===== config.mk =====
export PLATFORM = sky130hd
export DESIGN_NAME = illm_row_gather_flat
export DESIGN_NICKNAME = d
export VERILOG_FILES = /design/src/rtl/illm_row_gather_if.sv /design/src/rtl/illm_row_gather.sv /design/src/flat_wrapper.sv
export SDC_FILE = /design/constraint.sdc
export NUM_CORES = 1
export LEC_CHECK = 0
export CAP_MARGIN = 20
export CORE_MARGIN = 3
export CORE_UTILIZATION = 40
export CTS_CLUSTER_SIZE = 14
export DETAILED_ROUTE_END_ITERATION = 10
export MAX_ROUTING_LAYER = met4
export PLACE_DENSITY_LB_ADDON = 0.2
export RECOVER_POWER = 50
export SKIP_LAST_GASP = 1
export SYNTH_ARGS = -nofsm -noshare
export SYNTH_HDL_FRONTEND = slang
export SYNTH_SLANG_ARGS = --single-unit

===== constraint.sdc =====
create_clock -name clock -period 3.9 [get_ports clock]
set_clock_uncertainty 0.2 [all_clocks]
set_input_delay 0.585 -clock clock [delete_from_list [all_inputs] [get_ports clock]]
set_output_delay 0.585 -clock clock [all_outputs]
set_load 0.02 [all_outputs]

===== src/rtl/illm_row_gather_if.sv =====
// Serial-in / 8-lane parallel-out token bus for illm_row_gather.
// Lane N of a_d/a_v/a_e/a_b is index N of the packed arrays (lane 0 = first token).
interface illm_row_gather_if;
   logic signed [15:0] din_d;
   logic               din_v;
   logic               din_e;
   logic               din_b;
   logic [7:0][15:0]   a_d;
   logic [7:0]         a_v;
   logic [7:0]         a_e;
   logic [7:0]         a_b;

   modport master (output din_d, din_v, din_e, a_b,
                   input  din_b, a_d, a_v, a_e);
   modport slave  (input  din_d, din_v, din_e, a_b,
                   output din_b, a_d, a_v, a_e);
endinterface


===== src/rtl/illm_row_gather.sv =====
// Gathers 8 serial signed coefficients into one parallel row for the reorder stage.
// Define ILLM_ROW_GATHER_PAD_EN to zero-pad (rather than drop) a row cut short by end-of-stream.
module illm_row_gather (
   input  logic              clock,
   input  logic              reset,
   illm_row_gather_if.slave  bus,
   output logic              row_err
);
   typedef enum logic [1:0] {
      GATHER  = 2'd0,
      EMIT    = 2'd1,
      EOS_OUT = 2'd2,
      DONE    = 2'd3
   } state_t;

   state_t           r_state, w_state_nxt;
   logic [2:0]       r_idx, w_idx_nxt;
   logic [7:0][15:0] r_slot, w_slot_nxt;
   logic [7:0][15:0] r_a_d, w_a_d_nxt;
   logic             r_a_v, w_a_v_nxt;
   logic             r_a_e, w_a_e_nxt;
   logic             r_row_err, w_row_err_nxt;
   logic             r_eos_pend, w_eos_pend_nxt;
   logic             w_take;
   logic             w_fire;

   // All lanes share one valid/eos register, so no lane can present or fire alone.
   assign bus.din_b = (r_state != GATHER);
   assign bus.a_v   = {8{r_a_v}};
   assign bus.a_e   = {8{r_a_e}};
   assign bus.a_d   = r_a_d;
   assign row_err   = r_row_err;
   assign w_take    = bus.din_v & ~bus.din_b;
   assign w_fire    = r_a_v & ~(|bus.a_b);

   // Next-state and next-register values for the gather/emit sequence.
   always_comb begin
      w_state_nxt    = r_state;
      w_idx_nxt      = r_idx;
      w_slot_nxt     = r_slot;
      w_a_d_nxt      = r_a_d;
      w_a_v_nxt      = r_a_v;
      w_a_e_nxt      = r_a_e;
      w_row_err_nxt  = r_row_err;
      w_eos_pend_nxt = r_eos_pend;
      case (r_state)
         GATHER: begin
            if (w_take && !bus.din_e) begin
               w_slot_nxt[r_idx] = bus.din_d;
               w_idx_nxt         = r_idx + 3'd1;
               if (r_idx == 3'd7) begin
                  w_a_d_nxt   = w_slot_nxt;
                  w_a_v_nxt   = 1'b1;
                  w_a_e_nxt   = 1'b0;
                  w_state_nxt = EMIT;
               end else begin
                  w_state_nxt = GATHER;
               end
            end else if (w_take) begin
               w_idx_nxt = 3'd0;
               if (r_idx == 3'd0) begin
                  w_a_d_nxt   = {8{16'h0000}};
                  w_a_v_nxt   = 1'b1;
                  w_a_e_nxt   = 1'b1;
                  w_state_nxt = EOS_OUT;
               end else begin
                  w_row_err_nxt = 1'b1;
`ifdef ILLM_ROW_GATHER_PAD_EN
                  for (int n = 0; n < 8; n++) begin
                     if (3'(n) >= r_idx) begin
                        w_slot_nxt[3'(n)] = 16'h0000;
                     end else begin
                        w_slot_nxt[3'(n)] = r_slot[3'(n)];
                     end
                  end
                  w_a_d_nxt      = w_slot_nxt;
                  w_a_v_nxt      = 1'b1;
                  w_a_e_nxt      = 1'b0;
                  w_eos_pend_nxt = 1'b1;
                  w_state_nxt    = EMIT;
`else
                  w_slot_nxt  = {8{16'h0000}};
                  w_a_d_nxt   = {8{16'h0000}};
                  w_a_v_nxt   = 1'b1;
                  w_a_e_nxt   = 1'b1;
                  w_state_nxt = EOS_OUT;
`endif
               end
            end else begin
               w_state_nxt = GATHER;
            end
         end
         EMIT: begin
            if (w_fire && r_eos_pend) begin
               // Padded final row has left; the end-of-stream marker follows.
               w_eos_pend_nxt = 1'b0;
               w_a_d_nxt      = {8{16'h0000}};
               w_a_e_nxt      = 1'b1;
               w_state_nxt    = EOS_OUT;
            end else if (w_fire) begin
               w_a_v_nxt   = 1'b0;
               w_state_nxt = GATHER;
            end else begin
               w_state_nxt = EMIT;
            end
         end
         EOS_OUT: begin
            if (w_fire) begin
               w_a_v_nxt   = 1'b0;
               w_a_e_nxt   = 1'b0;
               w_state_nxt = DONE;
            end else begin
               w_state_nxt = EOS_OUT;
            end
         end
         DONE: begin
            w_state_nxt = DONE;
         end
         default: begin
            w_state_nxt = GATHER;
            w_a_v_nxt   = 1'b0;
         end
      endcase
   end

   // State register.
   always_ff @(posedge clock or negedge reset) begin
      if (!reset) begin
         r_state <= GATHER;
      end else begin
         r_state <= w_state_nxt;
      end
   end

   // Row storage, registered outputs and sticky error flag.
   always_ff @(posedge clock or negedge reset) begin
      if (!reset) begin
         r_idx      <= 3'd0;
         r_slot     <= {8{16'h0000}};
         r_a_d      <= {8{16'h0000}};
         r_a_v      <= 1'b0;
         r_a_e      <= 1'b0;
         r_row_err  <= 1'b0;
         r_eos_pend <= 1'b0;
      end else begin
         r_idx      <= w_idx_nxt;
         r_slot     <= w_slot_nxt;
         r_a_d      <= w_a_d_nxt;
         r_a_v      <= w_a_v_nxt;
         r_a_e      <= w_a_e_nxt;
         r_row_err  <= w_row_err_nxt;
         r_eos_pend <= w_eos_pend_nxt;
      end
   end
endmodule


===== src/flat_wrapper.sv =====
// flat-port wrapper written by rule: the top's interface ports become plain ports
module illm_row_gather_flat 
  (clock, reset, row_err, bus_din_d, bus_din_v, bus_din_e, bus_a_b, bus_din_b, bus_a_d, bus_a_v, bus_a_e);
  illm_row_gather_if bus_i ();
  input  logic clock;
  input  logic reset;
  output logic row_err;
  input wire logic [$bits(bus_i.din_d)-1:0] bus_din_d;
  input wire logic [$bits(bus_i.din_v)-1:0] bus_din_v;
  input wire logic [$bits(bus_i.din_e)-1:0] bus_din_e;
  input wire logic [$bits(bus_i.a_b)-1:0] bus_a_b;
  output wire logic [$bits(bus_i.din_b)-1:0] bus_din_b;
  output wire logic [$bits(bus_i.a_d)-1:0] bus_a_d;
  output wire logic [$bits(bus_i.a_v)-1:0] bus_a_v;
  output wire logic [$bits(bus_i.a_e)-1:0] bus_a_e;
  assign bus_i.din_d = bus_din_d;
  assign bus_i.din_v = bus_din_v;
  assign bus_i.din_e = bus_din_e;
  assign bus_i.a_b = bus_a_b;
  assign bus_din_b = bus_i.din_b;
  assign bus_a_d = bus_i.a_d;
  assign bus_a_v = bus_i.a_v;
  assign bus_a_e = bus_i.a_e;
  illm_row_gather u_core (.clock(clock), .reset(reset), .bus(bus_i), .row_err(row_err));
endmodule

==> impl_metrics.toml <==
[run_status]
status = "finished, violations left"
violations = "max-capacitance violations, max-slew violations"

[global_route]
antenna_found_initial = 0
grt_use_total = 0.1985
grt_pass1_wl_um = 47110
grt_max_degree = 84
grt_remaining_overflow = 0
grt_pass1_vias = 7898

[floorplanning]
die_area_um2 = 30480
die_h_um = 174.6
coreArea_um2 = 27930
core.rowCount = 61
fp.dieW_um = 174.6
io_pins = 174
start_util = 0.4070

[place]
routabilityCongestion = 0.7429
pre_cts_slack_ns = 1.046
dp_hpwl_um = 18290
io_buffers = 173

[worst_setup_path]
path_cells = "dlygate4sd3_1 > clkbuf_2 > buf_4"
worst-setup-path-type = "in2async"
startpoint_type = "input port"
required_ns = 4.36
cp_num_buf_inv = 3
cp_max_fo = 82
path_delay_family = "buffers and inverters"
cpMaxStageDelayCell = "clkbuf_2"
crit_arrival_ns = 3.34
worstSetupEndpointType = "asynchronous set/reset pin"
reg2reg_setup_slack_ns = 1.38
cpPeakStageDelay_ns = 1.50

[timing]
setup_ws_ns = 1.021
slew_viol_final = 82
setup_tns_ns = 0
period_share = 0.7383
setup_viol = 0
hold_viol = 0
max-slew-margin-rel = -0.4615
grt_setup_unrepaired = "false"
hold_ws_ns = 0.2685
max_freq_mhz = 347.3
min_period_ns = 2.879
worst_pin_slew_ns = 2.192

[layout]
antenna_cells = 0
layout-drive-gt1-share = 0.1102
fin_util = 0.5020
fillers = 2522
multiInputGateArea_um2 = 4151
final-seq-area_um2 = 6606
final_nets = 1105
area_delta_synth_final_pct = 23.33

[pwr]
vdd_drop_max_v = 0.0003560
total_power_w = 0.007391
p_leak_nw = 6.774
power.density_nw_per_um2 = 527.1

[routing]
firstDrtPassIters = 5
drc = 0
num_vias = 7806
via_per_inst = 5.321
antenna_left = 0
finalWirelength_um = 29320
wl_per_cell_um = 19.99
drt_iter0_markers = 510

[cts]
cts.path.max_buffers = 3
h-tree-depth = 1
cts_num_sinks = 264
clk_latency_ns = 0.54
cts.repair.resized = 0
cts_root_buffer = "clkbuf_16"
cts_tree = "yes"
cts_made_buffers = 28
path_clk_slew_ns = 0.06

[yosys]
ys_ff_latch = 264
yosysTopAreaCellShare = 0.5810
synth.largest_area_cell = "dfrtp_1"
ys_seq_area_frac = 0.5810
syn_inst = 949
syn_avg_cell_area_um2 = 11.98
netlist_top_cells_count = "dfrtp_1, o21ai_0, nand2_1"
yosysUniqueCellTypes = 35
syn_area_um2 = 11370
synth_edf_count = 0
syn_nets = 985
synth_ff_type = "dfrtp_1"
synth_most_common_cell = "dfrtp_1"
synth_area_leaders = "dfrtp_1, mux2i_1, a22o_1"
ys_async_sr_fraction = 1.000
ys.warnings.count = 0

[job]
drv_cap = 1

[hold_path]
hp-class = "reg2reg"
-- final timing paths --
kind | start | cells after the start | endpoint
setup / recovery | reset | 3 | u_core.bus.a_d[72]
hold / removal | u_core.bus.a_d[127] | 2 | u_core.bus.a_d[127]
setup reg to reg | flip-flop | 7 | u_core.bus.a_d[85]
hold reg to reg | u_core.bus.a_d[127] | 2 | u_core.bus.a_d[127]
max in group clock | flip-flop | 4 | bus_din_b
min in group asynchronous | reset | 2 | u_core.r_slot[121]
-- sequential cells by signal (all words and copies together), names as in the netlist, named ones only --
signal / flops
u_core.r_idx: 3
u_core.r_a_e: 1
u_core.bus.a_d: 128
u_core.row_err: 1
u_core.r_slot: 128
u_core.r_state: 1
u_core.r_a_v: 1
-- through the flow --
step | instances | area, µm²
final | 1467 | 14020
after global routing | 1467 | 14020
after CTS | 1467 | 14030
after detailed placement | 1416 | 13160
after global placement | 1416 | 13160
after floorplan | 949 | 11370
-- worst register-to-register path: cells and delay by family (launching register included) --
kind                       cells  cell delay [ns]
and+or+nand+nor                3             0.81
DFF                            1             0.42
buffers and inverters          2             0.49
AOI/OAI and AO/OA              1             0.23
adders and majority gates      1             0.30
-- cells in the final DEF, fill, tap and decap left out, types with 8 or more instances in the layout --
cell type	synthesis	layout
dfrtp_1	264	264
o21ai_0	135	135
nand2_1	132	131
mux2i_1	130	130
clkdlybuf4s50_1	0	106
a22o_1	89	89
dlygate4sd3_1	0	67
a22o_2	39	39
clkbuf_16	0	29
buf_4	32	13
inv_1	8	8
o21ai_4	8	8
ha_1	8	8
clkbuf_1	41	8
-- routing by layer --
layer	track usage	vias up	part of all wire
li1	-	3614	-
met5	-	-	0
met2	0.2962	176	0.46
met4	0.03956	0	0.017
met1	0.2949	3984	0.48
met3	0.02499	32	0.041
-- kinds of logic (layout without fill, tap and decap cells) --
kind of cell             after synthesis  after routing  synth area share
flip-flops                           264            264            0.5811
multiplexers                         130            130            0.1144
buffers and inverters                109            249           0.05579
AND/OR/NAND/NOR                      162            162           0.06218
adder cells (fa/ha/maj)                8              8          0.008804
AO/OA/AOI/OAI                        276            276            0.1777
-- power by group --
part	switching, W	total (W)	internal [W]
Sequential	0.000195	0.00319	0.00299
Clock	0.00108	0.00251	0.00143
Combinational	0.000988	0.00169	0.000701
-- area by class of cell --
class                      instances  share of cell area
timing repair buffer             190              0.1351
clock buffer                      41             0.05782
tap                              378             0.03373
sequential                       264              0.4711
multi-input combinational        576              0.2961
inverter                           9            0.002409
clock inverter                     9            0.003748
-- timing repair --
item / in CTS / in global routing
hold endpoints to repair: 77 / 0
endpoints found under the setup margin: 0 / 0
setup buffers: 0 / 0
hold buffers: 1 / 0
Note: power is estimated with default switching activity, not from simulation.
